$ cat src/rtl/stepdown_edgequal.sv
// Synchronized, filtered and blanked edge qualifier for a fixed-delay cell output.
// Optional glitch counter is built when STEPDOWN_EDGEQUAL_GLITCHCNT_EN is defined.
module stepdown_edgequal #(
  parameter int SYNC_STAGES = 2,
  parameter int FILT_W      = 4,
  parameter int BLANK_W     = 6
) (
  input  logic               CELCLK,
  input  logic               CELRSTN,
  input  logic               CELV,
  input  logic               CELG,
  input  logic               CELSUB,
  input  logic               i,
  input  logic [FILT_W-1:0]  filt_cnt,
  input  logic [BLANK_W-1:0] blank_cnt,
  input  logic               glitch_clr,
  output logic               o,
  output logic               rise,
  output logic               fall,
  output logic               blank,
  output logic [7:0]         glitch_cnt
);

  // Bit 1 of the encoding is the output level, so o comes straight off a flop.
  typedef enum logic [1:0] {
    LOW    = 2'b00,
    QUAL_H = 2'b01,
    HIGH   = 2'b11,
    QUAL_L = 2'b10
  } state_t;

  logic [SYNC_STAGES-1:0] r_sync;
  logic                   r_smp;
  state_t                 r_state;
  logic [FILT_W-1:0]      r_cnt;
  logic [BLANK_W-1:0]     r_blank_cnt;
  logic                   r_rise;
  logic                   r_fall;
  logic                   w_is;
  logic                   w_blank;
  logic                   w_unused;

  always_ff @(posedge CELCLK or negedge CELRSTN) begin
    if (!CELRSTN) r_sync <= '0;
    else          r_sync <= {r_sync[SYNC_STAGES-2:0], i};
  end

  assign w_is    = r_sync[SYNC_STAGES-1];
  assign w_blank = |r_blank_cnt;

  // The FSM evaluates a registered copy of is so that o, rise/fall and the
  // blanking load all take effect on the same qualifying edge.
  always_ff @(posedge CELCLK or negedge CELRSTN) begin
    if (!CELRSTN) r_smp <= 1'b0;
    else          r_smp <= w_is;
  end

  always_ff @(posedge CELCLK or negedge CELRSTN) begin
    if (!CELRSTN) begin
      r_state     <= LOW;
      r_cnt       <= '0;
      r_blank_cnt <= '0;
      r_rise      <= 1'b0;
      r_fall      <= 1'b0;
    end else begin
      r_rise <= 1'b0;
      r_fall <= 1'b0;
      if (w_blank) r_blank_cnt <= r_blank_cnt - 1'b1;
      case (r_state)
        LOW: begin
          if (!w_blank && r_smp) begin
            if (filt_cnt == '0) begin
              r_state     <= HIGH;
              r_rise      <= 1'b1;
              r_blank_cnt <= blank_cnt;
            end else begin
              r_state <= QUAL_H;
              r_cnt   <= FILT_W'(1);
            end
          end
        end
        QUAL_H: begin
          if (!r_smp) begin
            r_state <= LOW;
          end else if (r_cnt >= filt_cnt) begin
            r_state     <= HIGH;
            r_rise      <= 1'b1;
            r_blank_cnt <= blank_cnt;
          end else begin
            r_cnt <= r_cnt + 1'b1;
          end
        end
        HIGH: begin
          if (!w_blank && !r_smp) begin
            if (filt_cnt == '0) begin
              r_state     <= LOW;
              r_fall      <= 1'b1;
              r_blank_cnt <= blank_cnt;
            end else begin
              r_state <= QUAL_L;
              r_cnt   <= FILT_W'(1);
            end
          end
        end
        QUAL_L: begin
          if (r_smp) begin
            r_state <= HIGH;
          end else if (r_cnt >= filt_cnt) begin
            r_state     <= LOW;
            r_fall      <= 1'b1;
            r_blank_cnt <= blank_cnt;
          end else begin
            r_cnt <= r_cnt + 1'b1;
          end
        end
        default: r_state <= LOW;
      endcase
    end
  end

  assign o     = r_state[1];
  assign rise  = r_rise;
  assign fall  = r_fall;
  assign blank = w_blank;

`ifdef STEPDOWN_EDGEQUAL_GLITCHCNT_EN
  logic       w_abort;
  logic [7:0] r_glitch;

  assign w_abort = ((r_state == QUAL_H) && !r_smp) || ((r_state == QUAL_L) && r_smp);

  // Clear has priority so a glitch on the clearing edge is not counted.
  always_ff @(posedge CELCLK or negedge CELRSTN) begin
    if (!CELRSTN)                         r_glitch <= 8'h00;
    else if (glitch_clr)                  r_glitch <= 8'h00;
    else if (w_abort && r_glitch != 8'hFF) r_glitch <= r_glitch + 8'h01;
  end

  assign glitch_cnt = r_glitch;
  assign w_unused   = ^{CELV, CELG, CELSUB};
`else
  assign glitch_cnt = 8'h00;
  assign w_unused   = ^{CELV, CELG, CELSUB, glitch_clr};
`endif

endmodule
$ cat config.mk
export PLATFORM = sky130hd
export DESIGN_NAME = stepdown_edgequal
export DESIGN_NICKNAME = d
export VERILOG_FILES = /design/src/rtl/stepdown_edgequal.sv
export SDC_FILE = /design/constraint.sdc
export NUM_CORES = 1
export LEC_CHECK = 0
export BUFFER_PORTS_ARGS = -buffer_cell sky130_fd_sc_hd__buf_2
export CAP_MARGIN = 30
export CORE_ASPECT_RATIO = 1.2
export CORE_MARGIN = 3
export CORE_UTILIZATION = 45
export DETAILED_ROUTE_END_ITERATION = 10
export GPL_TIMING_DRIVEN = 0
export PLACE_DENSITY = 0.68
export SLEW_MARGIN = 20
export SYNTH_ARGS = -nofsm -noshare
export SYNTH_HDL_FRONTEND = slang
export SYNTH_SLANG_ARGS = --single-unit
$ cat constraint.sdc
create_clock -name CELCLK -period 2.35 [get_ports CELCLK]
set_clock_uncertainty 0.15 [all_clocks]
set_input_delay 0.235 -clock CELCLK [delete_from_list [all_inputs] [get_ports CELCLK]]
set_output_delay 0.235 -clock CELCLK [all_outputs]
set_load 0.02 [all_outputs]
==> flow_results.org <==
** Run
- Across the run, the number of max-cap violations was 0.

** Global routing
- Global routing consumed, over all layers together, 17.99% of the routing resources.
- Antenna violations before repair :: 0
- The first global-routing pass estimated roughly 5300 um of wire.
- The via count of the first global-routing pass was 1211.
- Global routing finished with a remaining overflow of 0.
- Entering global routing, the biggest net connects 18 pins.

** Synthesis
- In this run, synthesis inferred 0 flip-flops with an integrated enable.
- After synthesis the netlist holds a flip-flop and latch count of 17.
- Netlist Area Pre-Place :: ~1300 um2
- Distinct cells, synth :: 54
- Proportion of synthesized chip area in sequential cells :: 31.98%
- Mapped Cells :: roughly 150
- Number of warnings reported in the yosys synthesis log :: 0
- Post-synthesis average cell area :: 9.173 um2
- Among all flip-flop cells after synthesis, the most frequent one is sky130_fd_sc_hd__dfrtp_1.
- In the synthesized netlist the async set-or-reset flop fraction comes to between 90% and 100%.

** Power
- Net switching share of the total power :: a little under half
- The internal portion of the total power is between 1000 and 1500 uW.
- Max IR drop VDD :: between 0.8 and 0.9 mV
- Summed over all cells, the static leakage comes to 0.0007547 uW.
- Sequential share of power :: approximately 24%
- Switching power :: approximately 1000 uW
- Power density normalized to cell area :: approximately 1400 nW/um2
- Overall power consumption after layout is estimated at around 2200 uW.
- Per report_power, the combinational group accounts for roughly two thirds of the total.
- Per report_power, the clock group accounts for under 10% of the total.

** Hold path
- The min-delay analysis places its worst path in the category input port to register.
- The worst hold path passes through 2 cells.

** Worst setup path
- Standard cell with the maximum stage delay on the critical path :: sky130_fd_sc_hd__dfrtp_1
- CP required :: approximately 2.4 ns
- Kind of launch point of the worst setup path :: register
- Maximum cell stage delay along the critical path :: between 0.4 and 0.5 ns
- Critical path type :: register to register
- For the worst setup path, the data arrival time is between 2 and 2.5 ns.
- Endpoint type of the worst setup path :: register
- R2r worst-path depth :: 7
- The signal on the critical path passes through inv_1 -> ha_1 -> nor2b_1 -> a211o_1 -> o21ai_4 -> o21ai_0 -> a221o_1.
- In this run the worst path has a maximum fanout of 6.

** STA
- The number of endpoints with negative hold slack in the final report came to 0.
- Final worst slack :: slightly below 0.08 ns
- Setup violations remaining at the end of the flow were counted as 0.
- Post-route minimum period :: ~2.3 ns
- After layout, the worst path uses a little over nine tenths of the clock period.
- Final Slew Violations :: 0
- Transition time at the pin with the least slew margin :: between 0.7 and 0.8 ns
- Timing would allow up to approximately 440 MHz.
- Measured against its own limit, the worst slew margin works out to between 40% and 50%.

** Clock network
- The cell sitting at the root of the clock tree is a sky130_fd_sc_hd__clkbuf_4.
- TritonCTS built the clock tree.
- Total CTS buffers :: 3
- The tree built by TritonCTS fans out to 17 sinks.
- Clock edge transition at the registers on the reported setup and hold paths :: approximately 0.12 ns
- Number of H-tree levels :: 1
- Clock insertion delay at the later pin of the skew report :: roughly 0.30 ns
- Maximum buffer depth of the clock tree :: 2

** Floorplanning
- # IOs :: 29
- The die covers 3647 um2.
- Die height :: roughly 66 um
- After floorplanning, the core was sized to cover 2678 um2.
- Die width :: 55.63 um
- Standard-cell row count :: 20
- The initial utilization of the core area, before any placement, comes to between 40% and 50%.

** Placement
- At the end of routability-driven placement, the weighted congestion stood at 0.8618.
- Post-DP HPWL :: 2459 um
- Number of input and output port buffers inserted :: 16
- Placed cell areas :: 1478 um2
- Prior to clock tree synthesis, the placed netlist has a worst setup slack of roughly 0.017 ns.

** Status
- Status :: complete, no violations

** Route
- Vias per std cell :: just under 6
- Initial DRT Pass Iterations :: 4
- Dividing the detail-routed wire length by the instance count gives approximately 15 um.
- Total Routed Length :: about 3200 um
- Once detail routing completed, the nets flagged for antenna violations numbered 0.
- For this block, the initial DRC count from the detailed router was 29.
- Via Count :: approximately 1200
- Drt drc :: 0

** Final layout
- Once layout is done, the placed cells without fillers occupy roughly 1600 um2.
- The area growth from synthesis to layout is 18.53%.
- The final layout contains roughly 200 nets.
- Filler Cell Count :: approximately 240
- Of the cells placed in the final design, the portion with a size suffix greater than 1 is between 20% and 30%.
- The repair_antennas step left the layout with diodes totalling 0.
- Top library cells by usage in the layout, fill and taps aside :: 17 x sky130_fd_sc_hd__buf_2, 17 x sky130_fd_sc_hd__dfrtp_1, 11 x sky130_fd_sc_hd__inv_1, 11 x sky130_fd_sc_hd__nand2_1, 11 x sky130_fd_sc_hd__buf_4
==> sequential cells by signal (all words and copies together), names as in the netlist <==
name	flops
r_blank_cnt	6
fall	1
r_state	2
r_sync	2
r_smp	1
r_cnt	4
rise	1
==> metrics by stage <==
step	cells	hold WS, ns	TNS [ns]	util [%]
after floorplan	152	-0.2106	0	-
after global placement	201	0.02866	0	55.19
after detailed placement	201	0.03081	0	55.19
after CTS	208	0.004660	0	57.62
after global routing	211	0.004812	-0.005311	58.88
final	211	0.008830	0	58.88
==> power by group through the flow <==
stage / combinational, uW / clock, uW / sequential (uW)
final: 1480 / 170 / 527
after global routing: 1640 / 183 / 542
after CTS: 1400 / 174 / 527
after detailed placement: 1360 / 0 / 533
after global placement: 1320 / 0 / 526
after floorplan: 1070 / 0 / 522
==> cell usage after synthesis, drive strengths merged (4+ instances only) <==
cell | instances | area share [%]
a21oi | 5 | 1.9
nand4 | 4 | 1.9
buf | 10 | 6.4
ha | 10 | 9.4
nand3 | 4 | 1.5
nor2 | 7 | 2.0
inv | 13 | 4.2
nor3 | 6 | 3.1
o21ai | 8 | 3.3
nand2 | 11 | 3.1
dfrtp | 17 | 32
==> path summary, 6_finish.rpt <==
kind | start | to | slack, ns
worst max-delay path | r_state[1]$_DFFE_PN0P_ | r_cnt[2]$_DFFE_PN0P_ | 0.08
worst max register to register | r_state[1]$_DFFE_PN0P_ | r_cnt[2]$_DFFE_PN0P_ | 0.08
min in group asynchronous | CELRSTN | r_blank_cnt[0]$_DFF_PN0_ | 0.23
worst min-delay path | blank_cnt[1] | r_blank_cnt[1]$_DFF_PN0_ | 0.009
worst min register to register | r_sync[0]$_DFF_PN0_ | r_sync[1]$_DFF_PN0_ | 0.23
max in group asynchronous | CELRSTN | r_cnt[2]$_DFFE_PN0P_ | 1.53
==> layer usage <==
metal / up-vias / share of wire (%) / track usage [%]
met5: - / 0 / 0
met4: 0 / 2.5 / 6.687
met3: 13 / 3.9 / 1.965
met2: 34 / 56 / 35.80
met1: 584 / 37 / 19.17
li1: 591 / - / -
==> critical path: cells and delay by family, from the launching register on <==
family / cells / cell delay [ns]
DFF: 1 / 0.41
adders and majority gates: 1 / 0.30
buffers and inverters: 1 / 0.09
and+or+nand+nor: 1 / 0.17
AOI/OAI and AO/OA: 4 / 1.06
==> area by class of cell <==
cell class | count | area (um2) | area share (%)
clock inverters | 1 | 5.005 | 0.3175
plain buffers | 12 | 93.84 | 5.952
multi-input cells | 110 | 799.5 | 50.71
flip-flops and latches | 17 | 425.4 | 26.98
clock buffers | 3 | 22.52 | 1.429
well taps | 33 | 41.29 | 2.619
inverters | 13 | 56.30 | 3.571
repair buffers | 22 | 132.6 | 8.413
==> logic make-up (layout without fill, tap and decap cells) <==
logic type	after synthesis	count (layout)	share of synthesized area, %
mux	2	2	1.599
simple gates	46	46	19.10
flops	17	17	31.99
fa+ha+maj	10	10	9.407
xor+xnor	4	4	2.635
buf+inv	25	51	11.19
compound gates	40	40	23.80
other cells	1	8	0.2819
==> what timing repair did <==
| item | CTS | global route |
|---|---|---|
| hold buffers | 3 | 0 |
| setup endpoints to repair | 1 | 8 |
| setup buffers | 0 | 3 |
| resized for setup | 1 | 6 |
| pin swaps | 0 | 1 |
| endpoints found under the hold margin | 19 | 0 |
No activity file was read; power rests on OpenSTA's default activity.
